==> config.mk <==
export PLATFORM = sky130hd
export DESIGN_NAME = pipeline_hazard_ctrl
export DESIGN_NICKNAME = d
export VERILOG_FILES = /design/src/rtl/pipeline_pkg.sv /design/src/rtl/hazard_detect.sv /design/src/rtl/pipeline_hazard_ctrl.sv
export SDC_FILE = /design/constraint.sdc
export NUM_CORES = 1
export LEC_CHECK = 0
export BUFFER_PORTS_ARGS = -buffer_cell sky130_fd_sc_hd__buf_4
export CAP_MARGIN = 0
export CELL_PAD_IN_SITES_DETAIL_PLACEMENT = 1
export CELL_PAD_IN_SITES_GLOBAL_PLACEMENT = 1
export CORE_MARGIN = 4
export CORE_UTILIZATION = 30
export DETAILED_ROUTE_END_ITERATION = 10
export GPL_ROUTABILITY_DRIVEN = 0
export PLACE_DENSITY_LB_ADDON = 0.12
export SKIP_CTS_REPAIR_TIMING = 1
export SLEW_MARGIN = 10
export SYNTH_ARGS = -nofsm -noshare
export SYNTH_HDL_FRONTEND = slang
export SYNTH_SLANG_ARGS = --single-unit
==> constraint.sdc <==
create_clock -name clock -period 1.5 [get_ports clock]
set_input_delay 0.225 -clock clock [delete_from_list [all_inputs] [get_ports clock]]
set_output_delay 0.225 -clock clock [all_outputs]
set_load 0.02 [all_outputs]
==> src/rtl/pipeline_pkg.sv <==
// Shared definitions for the pipeline hazard sequencer: FSM encodings and
// architectural constants.
package pipeline_pkg;

    typedef enum logic [1:0] {
        IDLE = 2'd0,
        BUSY = 2'd1,
        DONE = 2'd2
    } md_state_e;

    localparam logic [4:0] REG_ZERO = 5'd0;

endpackage

==> src/rtl/hazard_detect.sv <==
// Load-use hazard compare between the load in D/X and the consumer in F/D.
// Purely combinational; writes to r0 never stall.
module hazard_detect
    import pipeline_pkg::*;
(
    input  logic [4:0] fd_rs,
    input  logic [4:0] fd_rt,
    input  logic       fd_uses_rt,
    input  logic [4:0] dx_rd,
    input  logic       dx_is_load,
    output logic       load_use_stall
);

    logic rs_hit;
    logic rt_hit;

    assign rs_hit = (dx_rd == fd_rs);
    assign rt_hit = fd_uses_rt && (dx_rd == fd_rt);

    assign load_use_stall = dx_is_load && (dx_rd != REG_ZERO) && (rs_hit || rt_hit);

endmodule

==> src/rtl/pipeline_hazard_ctrl.sv <==
// Stall/flush sequencer for the 5-stage pipeline: load-use bubbles, redirects
// and mult/div occupancy of X. Define PIPE_PERF_EN to add the stall_count port.
module pipeline_hazard_ctrl
    import pipeline_pkg::*;
#(
    parameter int MD_TIMEOUT = 40,
    parameter int CNT_W      = 6
`ifdef PIPE_PERF_EN
    ,
    parameter int PERF_W     = 32
`endif
) (
    input  logic       clock,
    input  logic       reset,
    input  logic [4:0] fd_rs,
    input  logic [4:0] fd_rt,
    input  logic       fd_uses_rt,
    input  logic [4:0] dx_rd,
    input  logic       dx_is_load,
    input  logic       dx_is_md,
    input  logic       x_redirect,
    input  logic       md_ready,
    output logic       pc_wren,
    output logic       fd_wren,
    output logic       dx_wren,
    output logic       xm_wren,
    output logic       mw_wren,
    output logic       fd_flush,
    output logic       dx_flush,
    output logic       xm_flush,
    output logic       md_start,
    output logic       md_result_sel,
    output logic       md_error
`ifdef PIPE_PERF_EN
    ,
    output logic [PERF_W-1:0] stall_count
`endif
);

    localparam logic [CNT_W-1:0] CNT_LAST = CNT_W'(MD_TIMEOUT - 1);

    md_state_e        state, state_nxt;
    logic [CNT_W-1:0] busy_cnt, cnt_nxt;
    logic             err_nxt;
    logic             load_use_stall;

    hazard_detect u_hazard_detect (
        .fd_rs          (fd_rs),
        .fd_rt          (fd_rt),
        .fd_uses_rt     (fd_uses_rt),
        .dx_rd          (dx_rd),
        .dx_is_load     (dx_is_load),
        .load_use_stall (load_use_stall)
    );

    always_ff @(posedge clock) begin
        if (reset) begin
            state    <= IDLE;
            busy_cnt <= '0;
            md_error <= 1'b0;
        end else begin
            state    <= state_nxt;
            busy_cnt <= cnt_nxt;
            md_error <= err_nxt;
        end
    end

    always_comb begin
        state_nxt     = state;
        cnt_nxt       = busy_cnt;
        err_nxt       = md_error;
        pc_wren       = 1'b1;
        fd_wren       = 1'b1;
        dx_wren       = 1'b1;
        xm_wren       = 1'b1;
        mw_wren       = 1'b1;
        fd_flush      = 1'b0;
        dx_flush      = 1'b0;
        xm_flush      = 1'b0;
        md_start      = 1'b0;
        md_result_sel = 1'b0;

        case (state)
            IDLE: begin
                if (x_redirect) begin
                    fd_flush = 1'b1;
                    dx_flush = 1'b1;
                end else if (dx_is_md) begin
                    md_start  = 1'b1;
                    pc_wren   = 1'b0;
                    fd_wren   = 1'b0;
                    dx_wren   = 1'b0;
                    xm_wren   = 1'b0;
                    xm_flush  = 1'b1;
                    state_nxt = BUSY;
                    cnt_nxt   = '0;
                end else if (load_use_stall) begin
                    pc_wren  = 1'b0;
                    fd_wren  = 1'b0;
                    dx_flush = 1'b1;
                end
            end

            // Front of the pipe is frozen while the unit works; redirects
            // cannot occur here because the md instr occupies X.
            BUSY: begin
                pc_wren  = 1'b0;
                fd_wren  = 1'b0;
                dx_wren  = 1'b0;
                xm_wren  = 1'b0;
                xm_flush = 1'b1;
                cnt_nxt  = busy_cnt + 1'b1;
                if (md_ready) begin
                    state_nxt = DONE;
                    err_nxt   = 1'b0;
                end else if (busy_cnt == CNT_LAST) begin
                    state_nxt = DONE;
                    err_nxt   = 1'b1;
                end
            end

            // The md instr advances out of D/X now, so the F/D instr moving
            // into D/X still needs its own load-use check.
            DONE: begin
                md_result_sel = 1'b1;
                state_nxt     = IDLE;
                err_nxt       = 1'b0;
                if (load_use_stall) begin
                    pc_wren  = 1'b0;
                    fd_wren  = 1'b0;
                    dx_flush = 1'b1;
                end
            end

            default: begin
                state_nxt = IDLE;
            end
        endcase
    end

`ifdef PIPE_PERF_EN
    always_ff @(posedge clock) begin
        if (reset) begin
            stall_count <= '0;
        end else if (!pc_wren && (stall_count != {PERF_W{1'b1}})) begin
            stall_count <= stall_count + 1'b1;
        end
    end
`endif

endmodule

# Word-level counts from Yosys, hierarchy flattened
# Index checks and enable logic that the tools add are counted.
# word_totals
romBits,0
register_bits,9
output_inout_bits,11
ramBits,0
latch_bits,0
memories,0
# classes
n_eq_ne,8
shifts,0
reduce_logical,11
n_mul,0
mux,29
n_addsub,1
bitwise,0
div,0
order_cmp,0
# op_table
operator,count
$mux W1,16
$mux W6,2
$pmux W6 S2,1
$eq A5 B5 Y1,2
$mux W2,4
$pmux W1 S2,4
$add A6 B1 Y6 const B,1
$eq A6 B6 Y1 const B,1
$reduce_and A3 Y1,2
$reduce_bool A5 Y1,1
$ne A2 B2 Y1 const B,2
$pmux W2 S2,1
$reduce_bool A2 Y1,2
$logic_and A1 B1 Y1,3
$ne A3 B3 Y1 const B,1
$pmux W1 S3,1
$eq A2 B1 Y1 const B,1
$eq A2 B2 Y1 const B,1
$logic_not A2 Y1,1
$reduce_and A2 Y1,1
$logic_or A1 B1 Y1,1

# Longest topological paths before layout
# Gate-level depths: netlist of the first run.
# depth
ltp_word,8
mapped_depth,5
depth_no_buf,5

# By module
# Synthesis of the first run repeated with hierarchy kept, for this count alone.
# hier_totals
cells_unflattened,78
area_unflattened_um2,630.6
# modules_own_cells
module,n_inst,area_each_um2,cells_per_inst
pipeline_hazard_ctrl,1,498.0,61
hazard_detect,1,132.6,17

# Worst setup path after synthesis of the first run
# No wires, ideal clock.
# synth_timing
kind,register to output
start,register state[1]
end,output pc_wren
slack_ns,-0.381
required_time_ns,1.275
n_path_buf,1
path_stages_with_launch,5
t_arrival_ns,1.656
path_cell_list,dfxtp_1 > nor3b_4 > nor2_2 > a21oi_1 > buf_4
# synth_via
elab_chain_cells,2
# synth_lines
element,line_no,rtl
start: declaration,pipeline_hazard_ctrl.sv:42,"md_state_e state, state_nxt;"
start signal: assignment,pipeline_hazard_ctrl.sv:62,state <= state_nxt;
$eq A2 B2 Y1 (tied with other cells),-,
$pmux W1 S3 (*),-,
end: declaration,pipeline_hazard_ctrl.sv:23,"output logic pc_wren,"
# Mark *: on every way between the ends. The rest lies on a longest branch, timed or not.

# Worst setup path in the final report of the first run
# layout_timing
start,input dx_rd[2]
end,output dx_flush
# layout_via
elab_chain_cells,8
# layout_lines
element,line_no,rtl
start: declaration,pipeline_hazard_ctrl.sv:18,"input logic [4:0] dx_rd,"
$eq A5 B5 Y1,hazard_detect.sv:18,assign rt_hit = fd_uses_rt && (dx_rd == fd_rt);
$logic_and A1 B1 Y1,hazard_detect.sv:18,
$logic_or A1 B1 Y1,hazard_detect.sv:20,assign load_use_stall = dx_is_load && (dx_rd != REG_ZERO) && (rs_hit || rt_hit);
$logic_and A1 B1 Y1 (*),hazard_detect.sv:20,
$mux W1 (*),"pipeline_hazard_ctrl.sv:97, pipeline_hazard_ctrl.sv:128",
$mux W1,pipeline_hazard_ctrl.sv:88,end else if (dx_is_md) begin
$mux W1,pipeline_hazard_ctrl.sv:85,if (x_redirect) begin
$pmux W1 S2 (*),pipeline_hazard_ctrl.sv:83,case (state)
end: declaration,pipeline_hazard_ctrl.sv:29,"output logic dx_flush,"
# Marked as above.

==> results of run 1 <==
==> worst max-delay path by stage <==
| stage | endpoint | start |
|---|---|---|
| 2_1_floorplan | busy_cnt[5] | state[1] |
| 3_3_place_gp | dx_flush | dx_rd[0] |
| 3_5_place_dp | dx_flush | dx_rd[0] |
| 4_1_cts | dx_flush | state[1] |
| 5_1_grt | pc_wren | state[1] |
| 6_report | dx_flush | dx_rd[2] |
==> per-layer routing <==
layer	GRT usage (%)	wire length, um	up-vias
met1	16.5	950	333
met5	0	0	-
met4	6.22	27	0
li1	-	-	350
met3	2.45	96	2
met2	22.3	1030	19
==> cell usage in the layout, fill, tap and decap left out, drive strengths merged, types with 3 or more instances in the layout <==
cell    instances
buf            43
clkbuf          4
dfxtp           9
inv             4
nand2           6
nand3           4
nor2           10
nor3b           3
xnor2          14
==> sequential cells by signal, summed over array words and instances (netlist names) <==
register and count:
busy_cnt 6, state 2, md_error 1
==> worst max-delay path, delay by kind of cell <==
family          cells  cell delay (ps)
buf+inv             2              220
simple gates        2              720
compound gates      2              230
==> where the power goes <==
part,total (uW),switching (uW),internal (uW),leakage (uW)
Clock,201,98.0,103,0.0000150
Sequential,251,8.55,242,0.0000743
Combinational,274,127,148,0.000356
Total,726,233,493,0.000445
==> per-stage QoR <==
stage | std cells | total power, uW | setup TNS [ps] | util, %
after floorplan | 76 | 380 | -645 | -
after global placement | 138 | 483 | -226 | 48.3
after detailed placement | 138 | 489 | -252 | 48.3
after CTS | 142 | 685 | -1290 | 49.6
after global routing | 146 | 770 | -737 | 55.5
final | 146 | 726 | -398 | 55.5
==> logic make-up after synthesis <==
kind of cell    count (synthesis)  synth area share (%)
fa+ha+maj                       1                  1.94
simple gates                   33                  32.0
compound gates                 10                  12.0
xor+xnor                       14                  19.0
flops                           9                  27.9
buf+inv                         8                  6.59
other cells                     1                 0.581
==> area by class of cell <==
| class | instances | area, um2 |
|---|---|---|
| tap | 27 | 33.8 |
| timing repair buffer | 43 | 360 |
| multi-input combinational | 59 | 485 |
| sequential | 9 | 188 |
| fill | 241 | 891 |
| clock buffer | 4 | 26.3 |
| inverter | 4 | 17.5 |
==> results by group, run 1 <==
Clock tree
  • # clock sinks: 9
  • Clk buf depth: 2
  • CTS root buffer: clkbuf_4
  • H-tree Lvls: 1
  • CTS Buf Count: 3
  • Register clock-pin slew on the reported worst setup and hold paths: 70 ps
  • CTS tree: yes
  • Clk_lat worst skew: 280 ps

Synthesis
  • Synth async-reset ratio: 0%
  • Mean Syn Cell Area: 8.49 um2
  • Post-Synthesis Cell Area: 646 um2
  • Top_reg_cell synth: dfxtp_1
  • Dominant cells by area after synthesis: dfxtp_1 (28%), xnor2_1 (19%), nor2_1 (4.7%)
  • FF+latch count, synth: 9
  • Post-synth EDFFs: 0
  • Cell taking the most area after synthesis: dfxtp_1
  • Top cell type's share of synthesized area: 27.9%
  • Synth warn: 0
  • Cell variety after synth: 32
  • Cells after Synth: 76
  • Commonest cells in the netlist: xnor2_1 (14), dfxtp_1 (9), nor2_1 (8)
  • Most common cell in the synthesized netlist: xnor2_1
  • Sequential element share of the synthesized area: around 28%
  • Post-Syn Nets: 99

Worst hold path
  • Hold path startpoint: reset
  • WHS Path Cells: 2
  • Worst min-delay path class: input port to flop
  • Worst hold path endpoint: state[0]

Floorplan
  • Die width: approximately 54 um
  • # IOs: 33
  • Starting Density: roughly 32%
  • Total die area: 2960 um2
  • Row cnt: 16
  • Die height: 54.4 um
  • Core area: 2000 um2

Critical path
  • Reg2reg start: state[0]
  • Crit-path cells: buf_6 -> or4_4 -> nor2_4 -> a2111oi_4 -> a21o_1 -> buf_6
  • Critical path endpoint category: output port
  • Critical path arrival: 1390 ps
  • Worst setup SP type: input port
  • Crit path kind: input port to output port
  • Max incr delay on CP: ~540 ps
  • Worst R2R Setup Slack: 120 ps
  • R2r worst-path depth: 6
  • R2r endpoint: busy_cnt[4]
  • CP max FO: 2
  • CP Data Required Time: 1270 ps
  • Critical path's slowest cell: or4_4
  • Crit-path most repeated cell: buf_6

Outcome
  • Failing checks: negative setup slack
  • Status: finished, violations left

Detailed routing
  • Routed Antenna Nets: 0
  • Via count: between 700 and 800
  • Initial drt markers: 8
  • Routed WL: 2.10 mm
  • Vias/cell: around 4.8
  • Routed length per instance: ~14 um
  • Pre-antenna DRT Iters: 2
  • DRC Markers: 0

STA
  • Final hold vios: 0
  • Max-slew violation count: 0
  • Min Hold Slack: between 100 and 150 ps
  • Clk_skew: about 11 ps
  • Setup-failing EPs final: 5
  • Period utilization: 108%
  • Setup ws final: -116 ps
  • Final worst path period need: 1620 ps
  • F_max: 619 MHz
  • RSZ-0062 raised after global routing: true

Finish
  • Nets: 143
  • Cell area after layout: 1110 um2
  • ANT cells: 0
  • Layout cells sized above 1: 51.3%
  • Area delta synth->final: 72.1%

Global route
  • Initial antenna violation count: 0
  • Grt total ovfl: 0
  • Vias in the first global route: 654
  • First-pass GRT wire length: 2.84 mm
  • Total Routing Usage GR: 13.4%
  • Pin count of the biggest net entering global routing: 8

Power and ir drop
  • LEAKAGE: 0.000445 uW
  • Power density over the cells: 653 nW/um2
  • Worst vdd ir: between 0.5 and 0.6 mV

Place
  • Pre-CTS WS: -118 ps
  • Number of port buffers: 31
  • Post-DP HPWL: between 1.5 and 2 mm
  • Area post-placement: 967 um2

Flow run
  • Max-Cap Viols: 0
(Power assumes the default switching activity.)
==> run 2, diff against run 1 <==
Settings changed: TNS_END_PERCENT from default to 1.
==> run 2 against run 1 <==
Compared with the run above: the run still ends with negative setup slack left; utilization shrank 0.94 points; non-clock buffer count fell by 1; sequential cell count unchanged; register-to-register slack barely moved; critical path depth unchanged; via count shrank 0.28%; combinational power down 4%; largest power group unchanged; routed wire length shrank 4.0%; sequential power barely moved; global-route usage unchanged; setup slack gained 3.2 ps; fmax grew 0.20%.
==> results by group, run 2 (synthesis results as in run 1) <==
Clock tree
  • CTS Buf Count: 3 (unchanged)
  • CTS root buffer: clkbuf_4
  • Register clock-pin slew on the reported worst setup and hold paths: 70 ps (about the same)
  • Clk_lat worst skew: 280 ps (about the same)
  • # clock sinks: 9 (unchanged)
  • CTS tree: yes
  • H-tree Lvls: 1 (unchanged)
  • Clk buf depth: 2 (unchanged)

Outcome
  • Status: finished, violations left
  • Failing checks: negative setup slack

Critical path
  • Critical path endpoint category: output port
  • Crit path buf inv count: 2 (unchanged)
  • Critical path's slowest cell: or4_4
  • CP max FO: 2 (unchanged)
  • Critical path arrival: 1390 ps (about the same)
  • Crit path kind: input port to output port
  • CP Data Required Time: 1270 ps (about the same)
  • Crit-path cells: buf_6 -> or4_4 -> nor2_4 -> a2111oi_4 -> a21o_1 -> buf_6
  • Crit-path most repeated cell: buf_6
  • Crit path max-delay family: simple AND/OR/NAND/NOR gates
  • Max incr delay on CP: 540 ps (about the same)
  • Worst setup SP type: input port

Finish
  • Area delta synth->final: 69.2%
  • Filler cells: 246 (+2.1%)
  • Sequential cell area: 188 um2 (unchanged)
  • ANT cells: 0 (unchanged)
  • Multi-input logic area: 485 um2 (unchanged)
  • Commonest non-fill, non-tap cell in the layout: buf_4
  • Nets: 142 (-0.70%)
  • Layout cells sized above 1: 50.8% (-0.41 points)
  • Most frequent cells in the layout: buf_4 (35), xnor2_1 (14), nor2_1 (8), dfxtp_1 (7), buf_6 (7)
  • Biggest register: busy_cnt
  • Top flop regs: busy_cnt x6, state x2, md_error x1
  • Largest register FFs: 6 (unchanged)

STA
  • RSZ-0062 raised after global routing: true
  • Setup-failing EPs final: 5 (unchanged)
  • Clk_skew: 10.6 ps (-0.518 ps)
  • Max-slew violation count: 0 (unchanged)
  • Final hold vios: 0 (unchanged)
  • Final worst path period need: 1610 ps (-3.19 ps)
  • Period utilization: 108% (-0.21 points)
  • Setup ws final: -113 ps (+3.19 ps)
  • F_max: 620 MHz (+0.20%)

Worst hold path
  • Worst min-delay path class: input port to flop

Global route
  • Pin count of the biggest net entering global routing: 8 (unchanged)
  • First-pass GRT wire length: 2.84 mm (unchanged)
  • Initial antenna violation count: 0 (unchanged)
  • Vias in the first global route: 654 (unchanged)
  • Total Routing Usage GR: 13.4% (unchanged)
  • Grt total ovfl: 0 (unchanged)

Power and ir drop
  • Final Power: 716 uW (-1.4%)
  • Power density over the cells: 655 nW/um2 (+0.30%)
  • LEAKAGE: 0.000436 uW (-2.0%)
  • Worst vdd ir: 0.494 mV (-2.0%)

Detailed routing
  • Routed Antenna Nets: 0 (unchanged)
  • Pre-antenna DRT Iters: 2 (unchanged)
  • Initial drt markers: 8 (unchanged)
  • Routed WL: 2.02 mm (-4.0%)
  • Vias/cell: 4.84 (+0.40%)
  • Routed length per instance: 13.9 um (-3.4%)
  • DRC Markers: 0 (unchanged)
  • Via count: 702 (-0.28%)

Place
  • Number of port buffers: 31 (unchanged)
  • Pre-CTS WS: -118 ps (unchanged)
  • Post-DP HPWL: 1.58 mm (unchanged)

Floorplan
  • Starting Density: 32.2% (unchanged)
  • Die height: 54.4 um (unchanged)
  • # IOs: 33 (unchanged)
  • Row cnt: 16 (unchanged)
  • Total die area: 2960 um2 (unchanged)
  • Die width: 54.4 um (unchanged)
  • Core area: 2000 um2 (unchanged)

Flow run
  • Max-Cap Viols: 0 (unchanged)
-- run 2: changes by cell type in the layout (fill, tap and decap cells not counted), sizes merged --
cell / before / now
buf: 43 / 42
-- run 2: power by group --
group          total (uW)  internal [uW]  switching (uW)
clock network         201            103            97.8
logic                 264            140             124
registers             251            242            8.61
total                 716            486             230
-- run 2: worst paths after layout --
check,startpoint,slack (ps),end,cells after the start
max reg2reg,state[0],120,busy_cnt[4],6
min reg2reg,md_error,510,md_error,2
min,reset,150,state[0],2
max,dx_rd[2],-110,dx_flush,6
-- run 2: routing by layer --
layer	wire length (um)	track usage, %
met1	854	16.5
met2	976	22.3
met3	159	2.45
met4	29	6.22
met5	0	0
-- run 2: layout make-up --
class | instances | share of cell area (%)
Multi-Input combinational cell | 59 | 44.4
Sequential cell | 9 | 17.2
Inverter | 4 | 1.60
Clock buffer | 4 | 2.41
Timing Repair Buffer | 42 | 31.3
Tap cell | 27 | 3.09
-- run 2: stage by stage --
step	std cells	setup TNS (ps)	util, %	area, um2	hold slack, ps
floorplan	76	-645	-	668	294
global placement	138	-226	48.3	967	440
detailed placement	138	-252	48.3	967	442
CTS	142	-1290	49.6	993	156
global route	145	-628	54.6	1090	154
finish	145	-348	54.6	1090	149
